File: src/rtl/reset_seq_pkg.sv
// Shared types and helpers for the staggered reset-release sequencer.
package reset_seq_pkg;

    typedef enum logic [1:0] {
        HOLD    = 2'd0,
        RELEASE = 2'd1,
        DONE    = 2'd2
    } seq_state_t;

    // Width of a counter that must reach max(hold, stagger) - 1 and be compared against it.
    function automatic int cnt_width(input int hold, input int stagger);
        int m;
        m = (hold > stagger) ? hold : stagger;
        return $clog2(m + 1);
    endfunction

endpackage

File: src/rtl/reset_sync_chain.sv
// Async-assert / sync-deassert bit: the chain is set immediately by i_rst_n low and drains zeros on each edge.
module reset_sync_chain #(
    parameter int SYNC_STAGES = 2
) (
    input  logic i_clk,
    input  logic i_rst_n,
    output logic o_rst_sync
);

    logic [SYNC_STAGES-1:0] r_chain;

    always_ff @(posedge i_clk or negedge i_rst_n) begin
        if (!i_rst_n) begin
            r_chain <= '1;
        end else begin
            r_chain <= {r_chain[SYNC_STAGES-2:0], 1'b0};
        end
    end

    assign o_rst_sync = r_chain[SYNC_STAGES-1];

endmodule

File: src/rtl/reset_release_sequencer.sv
// Asserts all domain resets asynchronously, then releases them one by one (channel 0 first)
// after a hold period, with a software re-reset path and a completion flag.
module reset_release_sequencer
    import reset_seq_pkg::*;
#(
    parameter int NUM_CHANNELS   = 4,
    parameter int SYNC_STAGES    = 2,
    parameter int HOLD_CYCLES    = 16,
    parameter int STAGGER_CYCLES = 8
) (
    input  logic                    sync_clk,
    input  logic                    reset_async_n,
    input  logic                    sw_reset_req,
    output logic [NUM_CHANNELS-1:0] reset_out,
    output logic                    seq_busy,
    output logic                    seq_done,
    output logic [1:0]              o_dbg_state
);

    localparam int CNT_W = cnt_width(HOLD_CYCLES, STAGGER_CYCLES);
    localparam int IDX_W = (NUM_CHANNELS > 1) ? $clog2(NUM_CHANNELS) : 1;

    localparam logic [CNT_W-1:0] HOLD_LAST    = CNT_W'(HOLD_CYCLES - 1);
    localparam logic [CNT_W-1:0] STAGGER_LAST = CNT_W'(STAGGER_CYCLES - 1);
    localparam logic [IDX_W-1:0] LAST_IDX     = IDX_W'(NUM_CHANNELS - 1);

    seq_state_t              r_state;
    logic [CNT_W-1:0]        r_cnt;
    logic [IDX_W-1:0]        r_idx;
    logic [NUM_CHANNELS-1:0] r_reset_out;
    logic                    r_busy;
    logic                    r_done;

    logic                    w_rst_sync;
    logic [NUM_CHANNELS-1:0] w_idx_mask;

    reset_sync_chain #(
        .SYNC_STAGES(SYNC_STAGES)
    ) u_sync (
        .i_clk      (sync_clk),
        .i_rst_n    (reset_async_n),
        .o_rst_sync (w_rst_sync)
    );

    always_comb begin
        w_idx_mask = '0;
        for (int i = 0; i < NUM_CHANNELS; i++) begin
            w_idx_mask[i] = (r_idx == IDX_W'(i));
        end
    end

    always_ff @(posedge sync_clk or negedge reset_async_n) begin
        if (!reset_async_n) begin
            r_state     <= HOLD;
            r_cnt       <= '0;
            r_idx       <= '0;
            r_reset_out <= '1;
            r_busy      <= 1'b1;
            r_done      <= 1'b0;
        end else if (sw_reset_req && (r_state != HOLD)) begin
            // Re-assert every channel at once so no domain is left half released.
            r_state     <= HOLD;
            r_cnt       <= '0;
            r_idx       <= '0;
            r_reset_out <= '1;
            r_busy      <= 1'b1;
            r_done      <= 1'b0;
        end else begin
            case (r_state)
                HOLD: begin
                    if (w_rst_sync || sw_reset_req) begin
                        r_cnt <= '0;
                    end else if (r_cnt == HOLD_LAST) begin
                        r_reset_out[0] <= 1'b0;
                        r_cnt          <= '0;
                        if (NUM_CHANNELS == 1) begin
                            r_state <= DONE;
                            r_busy  <= 1'b0;
                            r_done  <= 1'b1;
                        end else begin
                            r_state <= RELEASE;
                            r_idx   <= IDX_W'(1);
                        end
                    end else begin
                        r_cnt <= r_cnt + CNT_W'(1);
                    end
                end
                RELEASE: begin
                    if (r_cnt == STAGGER_LAST) begin
                        r_reset_out <= r_reset_out & ~w_idx_mask;
                        r_cnt       <= '0;
                        r_idx       <= r_idx + IDX_W'(1);
                        if (r_idx == LAST_IDX) begin
                            r_state <= DONE;
                            r_busy  <= 1'b0;
                            r_done  <= 1'b1;
                        end
                    end else begin
                        r_cnt <= r_cnt + CNT_W'(1);
                    end
                end
                DONE: begin
                    r_state <= DONE;
                end
                default: begin
                    r_state <= HOLD;
                end
            endcase
        end
    end

    assign reset_out   = r_reset_out;
    assign seq_busy    = r_busy;
    assign seq_done    = r_done;
    assign o_dbg_state = r_state;

endmodule

File: config.mk
export PLATFORM = sky130hd
export DESIGN_NAME = reset_release_sequencer
export DESIGN_NICKNAME = d
export VERILOG_FILES = /design/src/rtl/reset_seq_pkg.sv /design/src/rtl/reset_sync_chain.sv /design/src/rtl/reset_release_sequencer.sv
export SDC_FILE = /design/constraint.sdc
export NUM_CORES = 1
export LEC_CHECK = 0
export ABC_AREA = 1
export CAP_MARGIN = 10
export CORE_MARGIN = 2
export CORE_UTILIZATION = 35
export DETAILED_ROUTE_END_ITERATION = 16
export PLACE_DENSITY = 0.58
export RECOVER_POWER = 50
export SETUP_SLACK_MARGIN = 0.4
export SYNTH_ARGS = -nofsm -noshare
export SYNTH_HDL_FRONTEND = slang
export SYNTH_SLANG_ARGS = --single-unit
export TNS_END_PERCENT = 10
File: constraint.sdc
create_clock -name sync_clk -period 1.6 [get_ports sync_clk]
set_input_delay 0.24 -clock sync_clk [delete_from_list [all_inputs] [get_ports sync_clk]]
set_output_delay 0.24 -clock sync_clk [all_outputs]
set_load 0.05 [all_outputs]
==> results.json <==
{
  "gp_congestion": 0.821,
  "setup_viol": 0,
  "port-buffer-count": 10,
  "timing.clock.skew_ns": 0.00927,
  "worst_hold_path_type": "register to register",
  "syn_avg_cell_area_sq_um": 7.84,
  "timing.rr.start": "o_dbg_state[1]$_DFFE_PN0P_",
  "critPathMaxStageDelay_ns": 0.42,
  "cts_inserted_buffers": 3,
  "antenna_violations_before_repair": 0,
  "flop_to_flop_setup_slack_ns": 0.16,
  "grt_overflow": 0,
  "timing.critical_path.max_delay_family": "flip-flops",
  "grt_max_degree": 18,
  "static-leakage-power_nw": 0.712,
  "cp_common_cell": "sky130_fd_sc_hd__buf_4",
  "first_pass_grt_wire_length_um": 3730,
  "met3WireLength_um": 65,
  "detailedRoute.firstPassIterationCount": 4,
  "final_period_minus_worst_setup_slack_ns": 1.44,
  "yosys_warning_count": 0,
  "period_utilization_pct": 89.8,
  "worst-path-stages": 8,
  "floorplan.initialDensity_pct": 37.2,
  "timing.final.hold_violations": 0,
  "fin_tns_setup_ns": 0,
  "htree_num_levels": 1,
  "die_h_um": 58.4,
  "ios": 11,
  "stdcell_area_sq_um": 1390,
  "clk-insertion-delay-late_ns": 0.30,
  "syn-num-nets": 144,
  "final_worst_slack_ns": 0.164,
  "cp_data_required_time_ns": 1.81,
  "post_synth_inst_count": 132,
  "detail_route.iter0.violations": 19,
  "worst_setup_ep_type": "register",
  "layout.nets": 169,
  "post_synth_instance_area_sq_um": 1030,
  "vias_in_the_first_global_route": 848,
  "wl_met2_um": 1170,
  "maxSlewHeadroom_pct": 37.3,
  "clk_path_buf_depth": 2,
  "root_buffer": "sky130_fd_sc_hd__clkbuf_4",
  "clock_tree_from_tritoncts": "done",
  "clk_pin_slew_worst_paths_ns": 0.10,
  "timing.critical_path.to": "r_cnt[4]$_DFFE_PN0P_",
  "cts_hold_repair.buffers": 0,
  "drive_gt1_share_pct": 29.5,
  "post_synth_num_cell_types": 21,
  "groute.usage.overall_pct": 14.5,
  "path_class": "register to register",
  "critPathLaunch": "o_dbg_state[1]$_DFFE_PN0P_",
  "ir_drop_mv": 0.584,
  "routed_wirelength_um": 2260,
  "seq_area_frac_synth_pct": 42.0,
  "drv_slew": 0,
  "worst-r2r-cell-count": 8,
  "fp.dieArea_sq_um": 3410,
  "worst_slew_pin_slew_ns": 0.941,
  "synth_seq_cells": 17,
  "drt-met1-wl_um": 995,
  "path_cells": "inv_2 > buf_4 > ha_4 > inv_4 > nand3_1 > buf_4 > nand2_1 > o22ai_1",
  "rr_endpoint": "r_cnt[4]$_DFFE_PN0P_",
  "antenna-diode-count": 0,
  "design.core.area_sq_um": 2780,
  "totalPowerFinal_mw": 0.712,
  "crit_path_max_fanout": 11,
  "rsz_0062_raised_after_global_routing": "yes",
  "post-route-util_pct": 50.1,
  "hpwlAfterDp_um": 1620,
  "area.growth.synth_to_final_pct": 34.7,
  "crit_slowest_cell": "sky130_fd_sc_hd__dfrtp_2",
  "detailed_route_via_count": 912,
  "topRoutingLayerUsed": "met4",
  "start_kind": "register",
  "post_dr_wirelength_cell_um": 12.1,
  "chip_width_um": 58.4,
  "area_post_placement_sq_um": 1280,
  "power_per_cell_area_nw_per_um2": 511,
  "floorplan.rows": 19,
  "cts.sink_count": 17,
  "fillers": 267,
  "critical_path.n_buffers_inverters": 4,
  "maxCapViolCount": 0,
  "ant_nets": 0,
  "status": "finished, final reports clean",
  "worst-endpoint-arrival_ns": 1.65,
  "remaining_drc_errors": 0,
  "vias_per_cell": 4.88,
  "detailedPlace.worstSlack_ns": 0.0818,
  "max_freq_mhz": 696
}
==> layout make-up <==
type	count	area, sq um	area share (%)
multi-input combinational	91	581	41.7
sequential	17	435	31.2
timing repair buffer	22	225	16.2
inverter	22	87.6	6.28
tap	31	38.8	2.78
clock buffer	4	26.3	1.89
==> state kept, by name, summed over array words and instances (netlist names) <==
register and count:
o_dbg_state 2, r_cnt 5, r_idx 2, reset_out 4
seq_busy 1, seq_done 1, u_sync.r_chain 2
==> through the flow <==
step | cells | hold slack (ns)
after detailed placement | 176 | 0.347
after global placement | 176 | 0.347
after CTS | 185 | 0.262
final | 187 | 0.360
after global routing | 187 | 0.372
after floorplan | 132 | -0.0556
==> synth_stat cells (all sizes together) <==
cell type	n	area share [%]
dfstp	7	18
dfrtp	10	24
a21oi	3	1.5
o22ai	1	0.60
nand4	5	3.0
ha	9	11
nand3	12	7.0
nand3b	2	1.5
o21ai	8	4.6
nand2	43	16
inv	22	8.0
conb	1	0.36
nor2	7	2.8
buf	2	1.6
==> timing repair <==
action	4_1_cts	5_1_grt
endpoints found under the setup margin	21	22
gates resized for setup	0	8
pin swaps	4	1
hold endpoints to repair	0	0
buffers inserted	5	2
==> worst min path at each step <==
stage,start,endpoint,slack [ns],cells past startpoint
floorplan,reset_async_n,o_dbg_state[0]$_DFFE_PN0P_,-0.06,0
global placement,u_sync.r_chain[0]$_DFF_PN1_,u_sync.r_chain[1]$_DFF_PN1_,0.35,0
detailed placement,u_sync.r_chain[0]$_DFF_PN1_,u_sync.r_chain[1]$_DFF_PN1_,0.35,0
CTS,reset_async_n,r_idx[0]$_DFFE_PN0P_,0.26,2
global route,u_sync.r_chain[0]$_DFF_PN1_,u_sync.r_chain[1]$_DFF_PN1_,0.37,0
finish,u_sync.r_chain[0]$_DFF_PN1_,u_sync.r_chain[1]$_DFF_PN1_,0.36,0
==> power breakdown <==
| group | switching [mW] | internal (mW) |
|---|---|---|
| clock network | 0.135 | 0.0971 |
| logic | 0.0237 | 0.0157 |
| registers | 0.00316 | 0.437 |
==> metal layers <==
metal  up-vias  global-route usage, %
li1        460                      -
met1       442                   16.9
met2         6                   25.5
met3         4                   4.62
met4         0                   3.99
met5         -                      0
==> cell usage in the layout, fill, tap and decap left out <==
master / Yosys / routed
sky130_fd_sc_hd__nand3_2: 0 / 2
sky130_fd_sc_hd__dfrtp_1: 10 / 9
sky130_fd_sc_hd__nor2_2: 1 / 1
sky130_fd_sc_hd__o21ai_0: 4 / 2
sky130_fd_sc_hd__o22ai_1: 1 / 1
sky130_fd_sc_hd__nand3b_1: 2 / 2
sky130_fd_sc_hd__ha_1: 9 / 6
sky130_fd_sc_hd__o21ai_1: 2 / 4
sky130_fd_sc_hd__nand2_4: 1 / 1
sky130_fd_sc_hd__clkbuf_4: 0 / 3
sky130_fd_sc_hd__ha_4: 0 / 3
sky130_fd_sc_hd__dfstp_2: 7 / 7
sky130_fd_sc_hd__a21oi_1: 3 / 3
sky130_fd_sc_hd__inv_2: 2 / 3
sky130_fd_sc_hd__buf_12: 0 / 5
sky130_fd_sc_hd__nand2_8: 0 / 1
sky130_fd_sc_hd__inv_1: 20 / 17
sky130_fd_sc_hd__nand2_1: 42 / 41
sky130_fd_sc_hd__nor2_1: 6 / 5
sky130_fd_sc_hd__o21ai_2: 2 / 1
sky130_fd_sc_hd__nand3_4: 1 / 1
sky130_fd_sc_hd__dlygate4sd3_1: 0 / 1
sky130_fd_sc_hd__buf_4: 0 / 13
sky130_fd_sc_hd__nand3_1: 11 / 9
sky130_fd_sc_hd__nand4_1: 5 / 5
sky130_fd_sc_hd__clkbuf_1: 0 / 3
sky130_fd_sc_hd__o21ai_4: 0 / 1
sky130_fd_sc_hd__nor2_4: 0 / 1
sky130_fd_sc_hd__dfrtp_2: 0 / 1
sky130_fd_sc_hd__clkdlybuf4s50_1: 0 / 1
sky130_fd_sc_hd__inv_4: 0 / 2
sky130_fd_sc_hd__conb_1: 1 / 1
==> cells by family after synthesis <==
family / count (synthesis) / share of synthesized area (%)
other: 1 / 0.362
AOI/OAI and AO/OA: 12 / 6.65
adders and majority gates: 9 / 10.9
DFF: 17 / 42.0
buffers and inverters: 24 / 9.55
and+or+nand+nor: 69 / 30.6
Power figures use the tool's default switching activity.
